`config.mk`:
```
export PLATFORM = sky130hd
export DESIGN_NAME = i2c_bus_arbiter
export DESIGN_NICKNAME = d
export VERILOG_FILES = /design/src/rtl/i2c_bus_arbiter.sv
export SDC_FILE = /design/constraint.sdc
export NUM_CORES = 1
export LEC_CHECK = 0
export CAP_MARGIN = 30
export CORE_MARGIN = 2
export CORE_UTILIZATION = 55
export CTS_BUF_LIST = sky130_fd_sc_hd__clkbuf_4 sky130_fd_sc_hd__clkbuf_8
export DETAILED_ROUTE_END_ITERATION = 12
export GPL_TIMING_DRIVEN = 0
export PLACE_DENSITY = 0.84
export SLEW_MARGIN = 20
export SYNTH_ARGS = -nofsm -noshare
export SYNTH_HDL_FRONTEND = slang
export SYNTH_SLANG_ARGS = --single-unit
```
`constraint.sdc`:
```
create_clock -name clk -period 5.78 [get_ports clk]
set_input_delay 0.578 -clock clk [delete_from_list [all_inputs] [get_ports clk]]
set_output_delay 0.578 -clock clk [all_outputs]
set_load 0.01 [all_outputs]
```
`src/rtl/i2c_bus_arbiter.sv`:
```
// Round-robin arbiter that shares one byte-level I2C master between NUM_REQ register writers.
// Each frame is SLAVE_ADDR, reg_addr, byte1[, byte2], STOP; every wait is bounded by TIMEOUT_CYC.
module i2c_bus_arbiter #(
    parameter int          NUM_REQ     = 2,
    parameter logic [7:0]  SLAVE_ADDR  = 8'hAA,
    parameter int          TIMEOUT_CYC = 4096
) (
    input  logic                    clk,
    input  logic                    reset,
    input  logic [NUM_REQ-1:0]      req,
    input  logic [8*NUM_REQ-1:0]    req_reg_addr,
    input  logic [16*NUM_REQ-1:0]   req_data,
    input  logic [NUM_REQ-1:0]      req_len,
    output logic [NUM_REQ-1:0]      ack,
    output logic                    err,
    output logic [NUM_REQ-1:0]      grant,
    output logic                    busy,
    input  logic                    ready,
    output logic                    start,
    output logic                    stop,
    output logic                    i2c_en,
    output logic [7:0]              tx_data,
    input  logic                    tx_done
);
    localparam int IW = (NUM_REQ > 1) ? $clog2(NUM_REQ) : 1;
    localparam int TW = $clog2(TIMEOUT_CYC + 1);
    localparam logic [NUM_REQ-1:0] ONE_HOT0 = NUM_REQ'(1);

    typedef enum logic [2:0] {
        IDLE, LATCH, WAIT_RDY, ISSUE, WAIT_DONE, STOP, WAIT_STOP, ACK
    } state_t;

    state_t          state;
    logic [IW-1:0]   ptr;
    logic [IW-1:0]   owner;
    logic [1:0]      idx;
    logic [TW-1:0]   timer;
    logic [7:0]      reg_q;
    logic [15:0]     data_q;
    logic            len_q;
    logic            aborting;

    logic            found;
    logic [IW-1:0]   winner;
    logic [IW-1:0]   jj;
    int              jint;
    logic [7:0]      sel_reg;
    logic [15:0]     sel_data;
    logic            sel_len;
    logic [7:0]      cur_byte;
    logic            last_byte;
    logic            timed_out;

    // Scan from the highest offset down so the lowest offset from ptr wins.
    always_comb begin
        found  = 1'b0;
        winner = '0;
        jint   = 0;
        jj     = '0;
        for (int i = NUM_REQ - 1; i >= 0; i--) begin
            jint = int'(ptr) + i;
            if (jint >= NUM_REQ) jint = jint - NUM_REQ;
            jj = IW'(jint);
            if (req[jj]) begin
                found  = 1'b1;
                winner = jj;
            end
        end
    end

    always_comb begin
        sel_reg  = '0;
        sel_data = '0;
        sel_len  = 1'b0;
        for (int i = 0; i < NUM_REQ; i++) begin
            if (owner == IW'(i)) begin
                sel_reg  = req_reg_addr[8*i +: 8];
                sel_data = req_data[16*i +: 16];
                sel_len  = req_len[i];
            end
        end
    end

    always_comb begin
        case (idx)
            2'd0:    cur_byte = SLAVE_ADDR;
            2'd1:    cur_byte = reg_q;
            2'd2:    cur_byte = data_q[15:8];
            default: cur_byte = data_q[7:0];
        endcase
    end

    assign last_byte = (idx == (len_q ? 2'd3 : 2'd2));
    assign timed_out = (timer == TW'(TIMEOUT_CYC - 1));

    always_ff @(posedge clk or posedge reset) begin
        if (reset) begin
            state    <= IDLE;
            ptr      <= '0;
            owner    <= '0;
            idx      <= '0;
            timer    <= '0;
            reg_q    <= '0;
            data_q   <= '0;
            len_q    <= 1'b0;
            aborting <= 1'b0;
            ack      <= '0;
            err      <= 1'b0;
            grant    <= '0;
            busy     <= 1'b0;
            start    <= 1'b0;
            stop     <= 1'b0;
            i2c_en   <= 1'b0;
            tx_data  <= '0;
        end else begin
            i2c_en <= 1'b0;
            start  <= 1'b0;
            stop   <= 1'b0;
            ack    <= '0;
            err    <= 1'b0;
            case (state)
                IDLE: begin
                    if (found) begin
                        owner <= winner;
                        grant <= ONE_HOT0 << winner;
                        busy  <= 1'b1;
                        state <= LATCH;
                    end
                end
                LATCH: begin
                    reg_q    <= sel_reg;
                    data_q   <= sel_data;
                    len_q    <= sel_len;
                    idx      <= '0;
                    aborting <= 1'b0;
                    timer    <= '0;
                    state    <= WAIT_RDY;
                end
                WAIT_RDY: begin
                    if (ready) begin
                        timer   <= '0;
                        i2c_en  <= 1'b1;
                        tx_data <= cur_byte;
                        start   <= (idx == 2'd0);
                        state   <= ISSUE;
                    end else if (timed_out) begin
                        timer <= '0;
                        ack   <= grant;
                        err   <= 1'b1;
                        state <= ACK;
                    end else begin
                        timer <= timer + 1'b1;
                    end
                end
                ISSUE: begin
                    timer <= '0;
                    state <= WAIT_DONE;
                end
                WAIT_DONE: begin
                    if (tx_done) begin
                        timer <= '0;
                        if (last_byte) begin
                            state <= STOP;
                        end else begin
                            idx   <= idx + 1'b1;
                            state <= WAIT_RDY;
                        end
                    end else if (timed_out) begin
                        // Stalled byte: release the bus even though the master is not ready.
                        timer    <= '0;
                        i2c_en   <= 1'b1;
                        stop     <= 1'b1;
                        aborting <= 1'b1;
                        state    <= WAIT_STOP;
                    end else begin
                        timer <= timer + 1'b1;
                    end
                end
                STOP: begin
                    if (ready) begin
                        timer  <= '0;
                        i2c_en <= 1'b1;
                        stop   <= 1'b1;
                        state  <= WAIT_STOP;
                    end else if (timed_out) begin
                        timer <= '0;
                        ack   <= grant;
                        err   <= 1'b1;
                        state <= ACK;
                    end else begin
                        timer <= timer + 1'b1;
                    end
                end
                WAIT_STOP: begin
                    if (ready || aborting || timed_out) begin
                        timer <= '0;
                        ack   <= grant;
                        err   <= aborting || !ready;
                        state <= ACK;
                    end else begin
                        timer <= timer + 1'b1;
                    end
                end
                ACK: begin
                    grant <= '0;
                    busy  <= 1'b0;
                    timer <= '0;
                    if (owner == IW'(NUM_REQ - 1)) ptr <= '0;
                    else                           ptr <= owner + 1'b1;
                    state <= IDLE;
                end
                default: state <= IDLE;
            endcase
        end
    end
endmodule

```
==> out/metrics.cfg <==
[status]
status = finished, final reports clean

[worst_setup_path]
end_kind = flop
r2r_end = data_q[6]$_DFFE_PP0P_
cp-start-kind = flop
crit_buf_inv = 3
reg2reg_slack_ns = 3.57
crit_path_end = data_q[6]$_DFFE_PP0P_
rr_worst_depth = 6
startpoint = state[0]$_DFFE_PP0P_
crit_family = buffers and inverters
path_cells = clkbuf_1 > inv_1 > nor3_1 > clkbuf_1 > nor2_1 > a21oi_1
cp_slowest_cell = nor3_1
critPathKind = flop to flop
critPathMaxStageDelay_ns = 0.51
cp_max_fo = 10
critPathMostFrequentCell = clkbuf_1
crit_arrival_ns = 2.48
r2r-start = state[0]$_DFFE_PP0P_
crit_cells = 6
required_ns = 6.05

[power]
clock_power_share_pct = 18.1
power_density_nw_per_um2 = 452
internal_power_uw = 1160
seqPwrFrac_pct = 35.9
p_leak_uw = 0.00180
power_uw = 1920
pwr-share-comb_pct = 46.0
peakVddDrop_v = 0.000241
swShare_pct = 39.8
p_sw_uw = 765

[placed_design]
dp_hpwl_um = 5980
port-buffer-count = 71
gp_congestion = 0.880
dpl_cell_area_um2 = 4080

[yosys]
synth_warnings = 0
yosys-top-cells-area = dfrtp_1, mux2i_1, a21oi_1
synth_edf_count = 0
synthesis.nets = 418
yosysMostFrequentCell = dfrtp_1
ys_seq_elements = 63
syn_area_um2 = 3250
yosysUniqueCellTypes = 43
avgSynthCellArea_um2 = 9.10
synth_flop_cell = dfrtp_1
synth_top_area_share_pct = 48.5
yosys.area.top_type = dfrtp_1
synth_common_cells = dfrtp_1, nor2_1, a21oi_1, nand2_1, o21ai_0
ys_seq_area_share_pct = 48.5
async_flop_share_pct = 100
syn_inst = 357

[global_routing]
grt_overflow = 0
grt_antenna_before_repair = 0
grtUsageTotal_pct = 27.6
grt_max_degree = 49
grt_pass1_wl_um = 13700
grt_pass1_vias = 2884

[cts]
cts.repair.resized = 0
root_buffer = clkbuf_8
cts.sinks = 63
cts_setup_buffers = 0
clk_latency_ns = 0.35
cts_tree = yes
clkTransAtPathRegs_ns = 0.07
postCtsHoldBufs = 0
clock_tree.buffer_depth = 2
numCtsBuffers = 9
htreeDepth = 3

[sta]
rsz0062_at_grt = false
fmax_mhz = 452
fin_worst_skew_ns = 0.0134
fin_setup_tns_ns = 0
post-route-period-util_pct = 38.3
maxSlewHeadroom_pct = 46.8
tightest_slew_ns = 0.798
finalCriticalPeriod_ns = 2.21
setup_viol = 0
slew_violations = 0
holdWs_ns = 0.480
finalHoldViolCount = 0

[layout]
final_util_pct = 75.9
fin_area_um2 = 4260
diodes = 0
finalNetCount = 501
area_growth_syn_to_layout_pct = 31.1
drive_gt1_share_pct = 5.17

[route]
num_vias = 2970
final_antenna_net_count = 0
wirelength_um = 8110
wl_per_cell_um = 15.7
first_iter_violations = 319
drc_errors = 0
viasPerCell = 5.74
first_pass_iters = 5

[floorplan]
dieArea_um2 = 6540
die_h_um = 80.9
fp-row-count = 27
ioPinCount = 73
design.core.area_um2 = 5610
start_util_pct = 57.9
die_w_um = 80.9

[flow_run]
drv_cap = 0

[worst_hold_path]
hold_class = flop to flop

-- flip-flops by register name, summed over array words and instances, names as in the netlist --
signal    cells
data_q       16
timer        13
reg_q         8
tx_data       8
state         3
ack           2
grant         2
idx           2
aborting      1
busy          1
err           1
i2c_en        1
len_q         1
owner         1
ptr           1
start         1
stop          1
-- cell families after synthesis --
kind of cell,share of synthesized area (%)
AO/OA/AOI/OAI,18.8
XOR/XNOR,1.35
adder cells (fa/ha/maj),1.93
buffers and inverters,3.62
flip-flops,48.5
multiplexers,7.70
AND/OR/NAND/NOR,18.0
-- worst min-delay path, stage by stage, from the launching register on --
cell	delay, ns
dfrtp_1	0.34
nand2_1	0.05
o21ai_0	0.06
-- final cells by class --
| class | instances | area, um^2 |
|---|---|---|
| Clock buffer | 12 | 159 |
| Clock inverter | 4 | 20.0 |
| Sequential cell | 63 | 1580 |
| Inverter | 6 | 25.0 |
| Buffer | 23 | 95.1 |
| Tap cell | 72 | 90.1 |
| Timing Repair Buffer | 72 | 738 |
| Fill cell | 430 | 1350 |
| Multi-Input combinational cell | 265 | 1550 |
-- placed cells by master (no fill, tap or decap), types with 4 or more instances in the layout --
cell type,instances
o31ai_1,5
and3_1,4
inv_1,5
clkinv_2,4
ha_1,5
a21oi_1,48
xor2_1,4
nor3_1,5
nor2_1,52
buf_1,4
a22oi_1,5
nand2_1,29
or3_1,5
mux2i_1,25
clkbuf_8,11
nor2b_1,5
nand3_1,9
o21ai_0,27
a221oi_1,4
dfrtp_1,63
clkbuf_1,17
clkdlybuf4s50_1,71
-- worst min-delay path by stage --
stage                            from                     end  slack, ns  cells past startpoint
3_5_place_dp   tx_data[3]$_DFFE_PP0P_  tx_data[3]$_DFFE_PP0P_       0.47                      2
5_1_grt        tx_data[0]$_DFFE_PP0P_  tx_data[0]$_DFFE_PP0P_       0.51                      2
2_1_floorplan         ptr$_DFFE_PP0P_         ptr$_DFFE_PP0P_       0.45                      2
3_3_place_gp   tx_data[5]$_DFFE_PP0P_  tx_data[5]$_DFFE_PP0P_       0.46                      2
6_report       tx_data[3]$_DFFE_PP0P_  tx_data[3]$_DFFE_PP0P_       0.48                      2
4_1_cts        tx_data[3]$_DFFE_PP0P_  tx_data[3]$_DFFE_PP0P_       0.48                      2
-- power groups by stage --
| stage | clock [uW] | combinational [uW] | sequential (uW) |
|---|---|---|---|
| floorplan | 0 | 573 | 691 |
| global placement | 0 | 854 | 687 |
| detailed placement | 0 | 875 | 696 |
| CTS | 351 | 881 | 688 |
| global route | 371 | 988 | 709 |
| finish | 348 | 886 | 690 |
-- through the flow --
stage / worst slack (ns) / cells
after detailed placement: 3.22 / 501
after global routing: 3.33 / 517
after floorplan: 3.63 / 357
final: 3.57 / 517
after global placement: 2.63 / 500
after CTS: 3.55 / 517
-- layer usage --
layer	vias up	global-route usage, %	part of all wire (%)
li1	1426	-	-
met1	1401	38.6	44
met2	131	42.9	47
met3	12	8.56	7.4
met4	0	5.76	1.2
met5	-	0	0
Power figures use the tool's default switching activity.
